--- config.mk ---
export PLATFORM = sky130hd
export DESIGN_NAME = sqrt_datapath
export DESIGN_NICKNAME = d
export VERILOG_FILES = /design/src/rtl/sqrt_pkg.sv /design/src/rtl/sqrt_datapath.sv
export SDC_FILE = /design/constraint.sdc
export NUM_CORES = 1
export LEC_CHECK = 0
export CORE_ASPECT_RATIO = 0.8
export CORE_MARGIN = 1.5
export CORE_UTILIZATION = 50
export DETAILED_ROUTE_END_ITERATION = 10
export GPL_ROUTABILITY_DRIVEN = 0
export PLACE_DENSITY = 0.76
export SLEW_MARGIN = 20
export SYNTH_ARGS = -nofsm -noshare
export SYNTH_HDL_FRONTEND = slang
export SYNTH_SLANG_ARGS = --single-unit
--- constraint.sdc ---
create_clock -name clk -period 2.6 [get_ports clk]
set_clock_uncertainty 0.1 [all_clocks]
set_input_delay 0.52 -clock clk [delete_from_list [all_inputs] [get_ports clk]]
set_output_delay 0.52 -clock clk [all_outputs]
set_load 0.02 [all_outputs]
--- src/rtl/sqrt_pkg.sv ---
// Shared constants for the integer square-root datapath, its control unit and the top level.
// The iteration walks consecutive odd numbers: sq tracks (k+1)^2 and del tracks 2k+3.
package sqrt_pkg;

   localparam int SQRT_WIDTH = 8;

   localparam int SQ_INIT  = 1;
   localparam int DEL_INIT = 3;
   localparam int DEL_STEP = 2;

endpackage

--- src/rtl/sqrt_datapath.sv ---
// Integer square-root datapath: accumulates odd numbers into a square register until it exceeds
// the radicand; the control unit sequences the strobes and reads lseq_flag back.
module sqrt_datapath
   import sqrt_pkg::*;
#(
   parameter int WIDTH = SQRT_WIDTH
) (
   input  logic               clk,
   input  logic               rst_n,
   input  logic               a_ld,
   input  logic               sq_ld,
   input  logic               del_ld,
   input  logic               root_ld,
   input  logic [WIDTH-1:0]   a_in,
   output logic               lseq_flag,
   output logic [WIDTH/2-1:0] root,
   output logic               root_valid,
   output logic               done
);

   localparam int SW = WIDTH + 1;
   localparam int DW = WIDTH / 2 + 2;
   localparam int HW = WIDTH / 2;

   logic [WIDTH-1:0] a_reg;
   logic [SW-1:0]    sq_reg;
   logic [DW-1:0]    del_reg;
   logic [HW-1:0]    root_next;

   // del is always 2*root+3 at the end of the loop, so the root falls out of del/2 - 1
   assign root_next = HW'((del_reg >> 1) - DW'(1));
   assign lseq_flag = (sq_reg <= {1'b0, a_reg});

   // a_ld restarts the iteration and masks every other strobe in the same cycle
   always_ff @(posedge clk or negedge rst_n) begin
      if (!rst_n) begin
         a_reg      <= '0;
         sq_reg     <= SW'(SQ_INIT);
         del_reg    <= DW'(DEL_INIT);
         root       <= '0;
         root_valid <= 1'b0;
         done       <= 1'b0;
      end else if (a_ld) begin
         a_reg      <= a_in;
         sq_reg     <= SW'(SQ_INIT);
         del_reg    <= DW'(DEL_INIT);
         root_valid <= 1'b0;
         done       <= 1'b0;
      end else begin
         if (sq_ld)
            sq_reg <= sq_reg + SW'(del_reg);
         if (del_ld)
            del_reg <= del_reg + DW'(DEL_STEP);
         if (root_ld) begin
            root       <= root_next;
            root_valid <= 1'b1;
         end
         done <= root_ld;
      end
   end

endmodule

==> results.ini <==
[layout]
drive_above_1_share_pct=11.22
fin_area_sq_um=1986
fin_nets=226
fillCellCount=250
final-seq-area_sq_um=729.5
multiInputGateArea_sq_um=839.6
diodes=0
area_growth_syn_to_layout_pct=20.87
largest_reg_flops=9

[routing]
ant_nets=0
vias=1277
drc=0
drt_wl_total_mm=3.187
detail_route.wl_per_cell_um=13.50
avgViaCountPerCell=5.411
first_pass_iters=4
drt_iter0_drc=54

[clock_tree]
clkTransAtPathRegs_ns=0.06
insertion_delay_ns=0.28
hold_buffers=0
cts_num_sinks=29
max-clock-path-buffers=2
cts_tree=built
post_cts.repair.setup_buffers=0
cts-buffers-inserted=5
cts_htree_levels=2
clock_tree.root_cell=clkbuf_8

[critical_path]
path_cells=ha_1 -> a21o_1 -> a211oi_2 -> o2111ai_1 -> nand2_1 -> clkbuf_2
path_class=reg -> out
worstPathRequired_ns=1.98
critPathLaunchType=flop
arrival_ns=1.79
critPathMaxFanout=2
slowest_stage=dfrtp_1
r2r_slack_ns=0.51
endpoint_kind=output port
critPathMaxStageDelay_ns=0.39

[global_route]
grt_use_met1_pct=27.60
met3_usage_pct=5.556
overflow=0
track_usage_pct=20.76
grt_busiest_layer=met2
grt_pass1_wl_mm=5.437
grt_pass1_vias=1212
grt_max_degree=30
gr-usage-met2_pct=32.18
antenna_found_initial=0

[sta]
holdWs_ns=0.3812
setup_violations=0
max_freq_ghz=0.4155
worstMarginPinSlew_ns=0.4890
rsz0062_at_grt=false
period_minus_slack_ns=2.407
finalCritPeriodShare_pct=92.57
finalHoldViolations=0
slew_headroom_pct=67.30
drv_slew=0

[outcome]
status=finished clean

[floorplan]
ios=21
dieArea_sq_um=3641
core_area_sq_um=3108
rows=18
initial_core_util_pct=52.86
die_h_um=54.27
die_w_um=67.09

[run]
maxCapViolCount=0

[yosys]
synthCells=168
synth_flop_cell=dfrtp_1
yosys.area.top_type=dfrtp_1
synth_top_area_share_pct=39.60
synth_area_per_cell_sq_um=9.779
yosys_warnings=0
synthArstFlopShare_pct=100.0
syn_nets=199
synth_common_cells=dfrtp_1, nand2_1, ha_1, inv_1
syn_area_sq_um=1643
ys_seq_area_share_pct=44.40
yosys-top-cells-area=dfrtp_1, ha_1, dfstp_2
synth_seq_cells=29
synth_most_common_cell=dfrtp_1
synth_edf_count=0
yosysUniqueCellTypes=35

[hold_path]
hold_path_class=reg -> reg

[placement]
place_hpwl_mm=2.408
port_buffers=20
dpl-instance-area_sq_um=1904

[pwr]
power_density_nw_per_um2=568.4
total_leakage_power_nw=0.9570
peakVddDrop_v=0.0003166

## layout make-up
type	instances	area share, %
well taps	40	2.520
repair buffers	24	11.34
flip-flops and latches	29	36.74
inverters	16	3.025
clock inverters	1	0.2520
multi-input cells	119	42.28
clock buffers	7	3.844
## path summary, 6_finish.rpt
kind / startpoint / to / cells past startpoint
worst max-delay path: sq_reg[6] / lseq_flag / 6
worst min-delay path: root[0] / root[0] / 2
worst max register to register: del_reg[1] / sq_reg[7] / 5
worst min register to register: root[0] / root[0] / 2
max in group asynchronous: rst_n / del_reg[0] / 2
min in group asynchronous: rst_n / a_reg[1] / 2
## through the flow
step / setup TNS [ns] / total power [mW] / cells / util (%) / worst slack (ns)
after floorplan: 0 / 0.6894 / 168 / - / 0.5673
after CTS: 0 / 1.138 / 236 / 64.01 / 0.02324
after detailed placement: -0.02449 / 0.7914 / 228 / 61.27 / -0.02449
after global routing: 0 / 1.188 / 236 / 63.89 / 0.05097
final: 0 / 1.129 / 236 / 63.89 / 0.1933
after global placement: 0 / 0.7800 / 228 / 61.27 / 0.04525
## kinds of logic (layout without fill, tap and decap cells)
family | Yosys count | after routing | share of synthesized area, %
XOR/XNOR | 7 | 7 | 3.732
AO/OA/AOI/OAI | 41 | 41 | 17.06
multiplexers | 5 | 5 | 3.275
adder cells (fa/ha/maj) | 17 | 17 | 13.40
buffers and inverters | 20 | 48 | 4.798
AND/OR/NAND/NOR | 49 | 49 | 13.33
flip-flops | 29 | 29 | 44.40
## cell usage in the layout, fill, tap and decap left out, types with 4 or more instances in the layout
master	n
dfrtp_1	26
a21oi_1	8
nor2b_1	4
o21ai_0	14
clkbuf_8	5
ha_1	16
inv_1	16
nand2_1	21
xnor2_1	4
clkdlybuf4s50_1	19
nor2_1	14
a21o_1	4
buf_4	4
## power by group
group / leakage, nW / switching, mW / total (mW) / internal [mW]
Combinational: 0.545 / 0.138 / 0.260 / 0.122
Clock: 0.0422 / 0.159 / 0.346 / 0.187
Sequential: 0.370 / 0.0303 / 0.522 / 0.492
Total: 0.957 / 0.328 / 1.13 / 0.801
## routing by layer
| metal | share of wire [%] | vias to the layer above | wire (um) |
|---|---|---|---|
| li1 | - | 641 | - |
| met1 | 50 | 602 | 1587 |
| met2 | 44 | 30 | 1396 |
| met3 | 5.0 | 4 | 158 |
| met4 | 1.4 | 0 | 44 |
| met5 | 0 | - | 0 |
## repair_timing
action / CTS / global route
pin swaps: 0 / 0
resized for setup: 2 / 2
setup endpoints to repair: 1 / 1
## worst max-delay path: cells and delay by family, from the launching register on
| family | cells | cell delay, ns |
|---|---|---|
| AO/OA/AOI/OAI | 3 | 0.57 |
| AND/OR/NAND/NOR | 1 | 0.08 |
| flip-flops | 1 | 0.39 |
| buffers and inverters | 1 | 0.17 |
| adder cells (fa/ha/maj) | 1 | 0.30 |
Note: power is estimated with default switching activity, not from simulation.
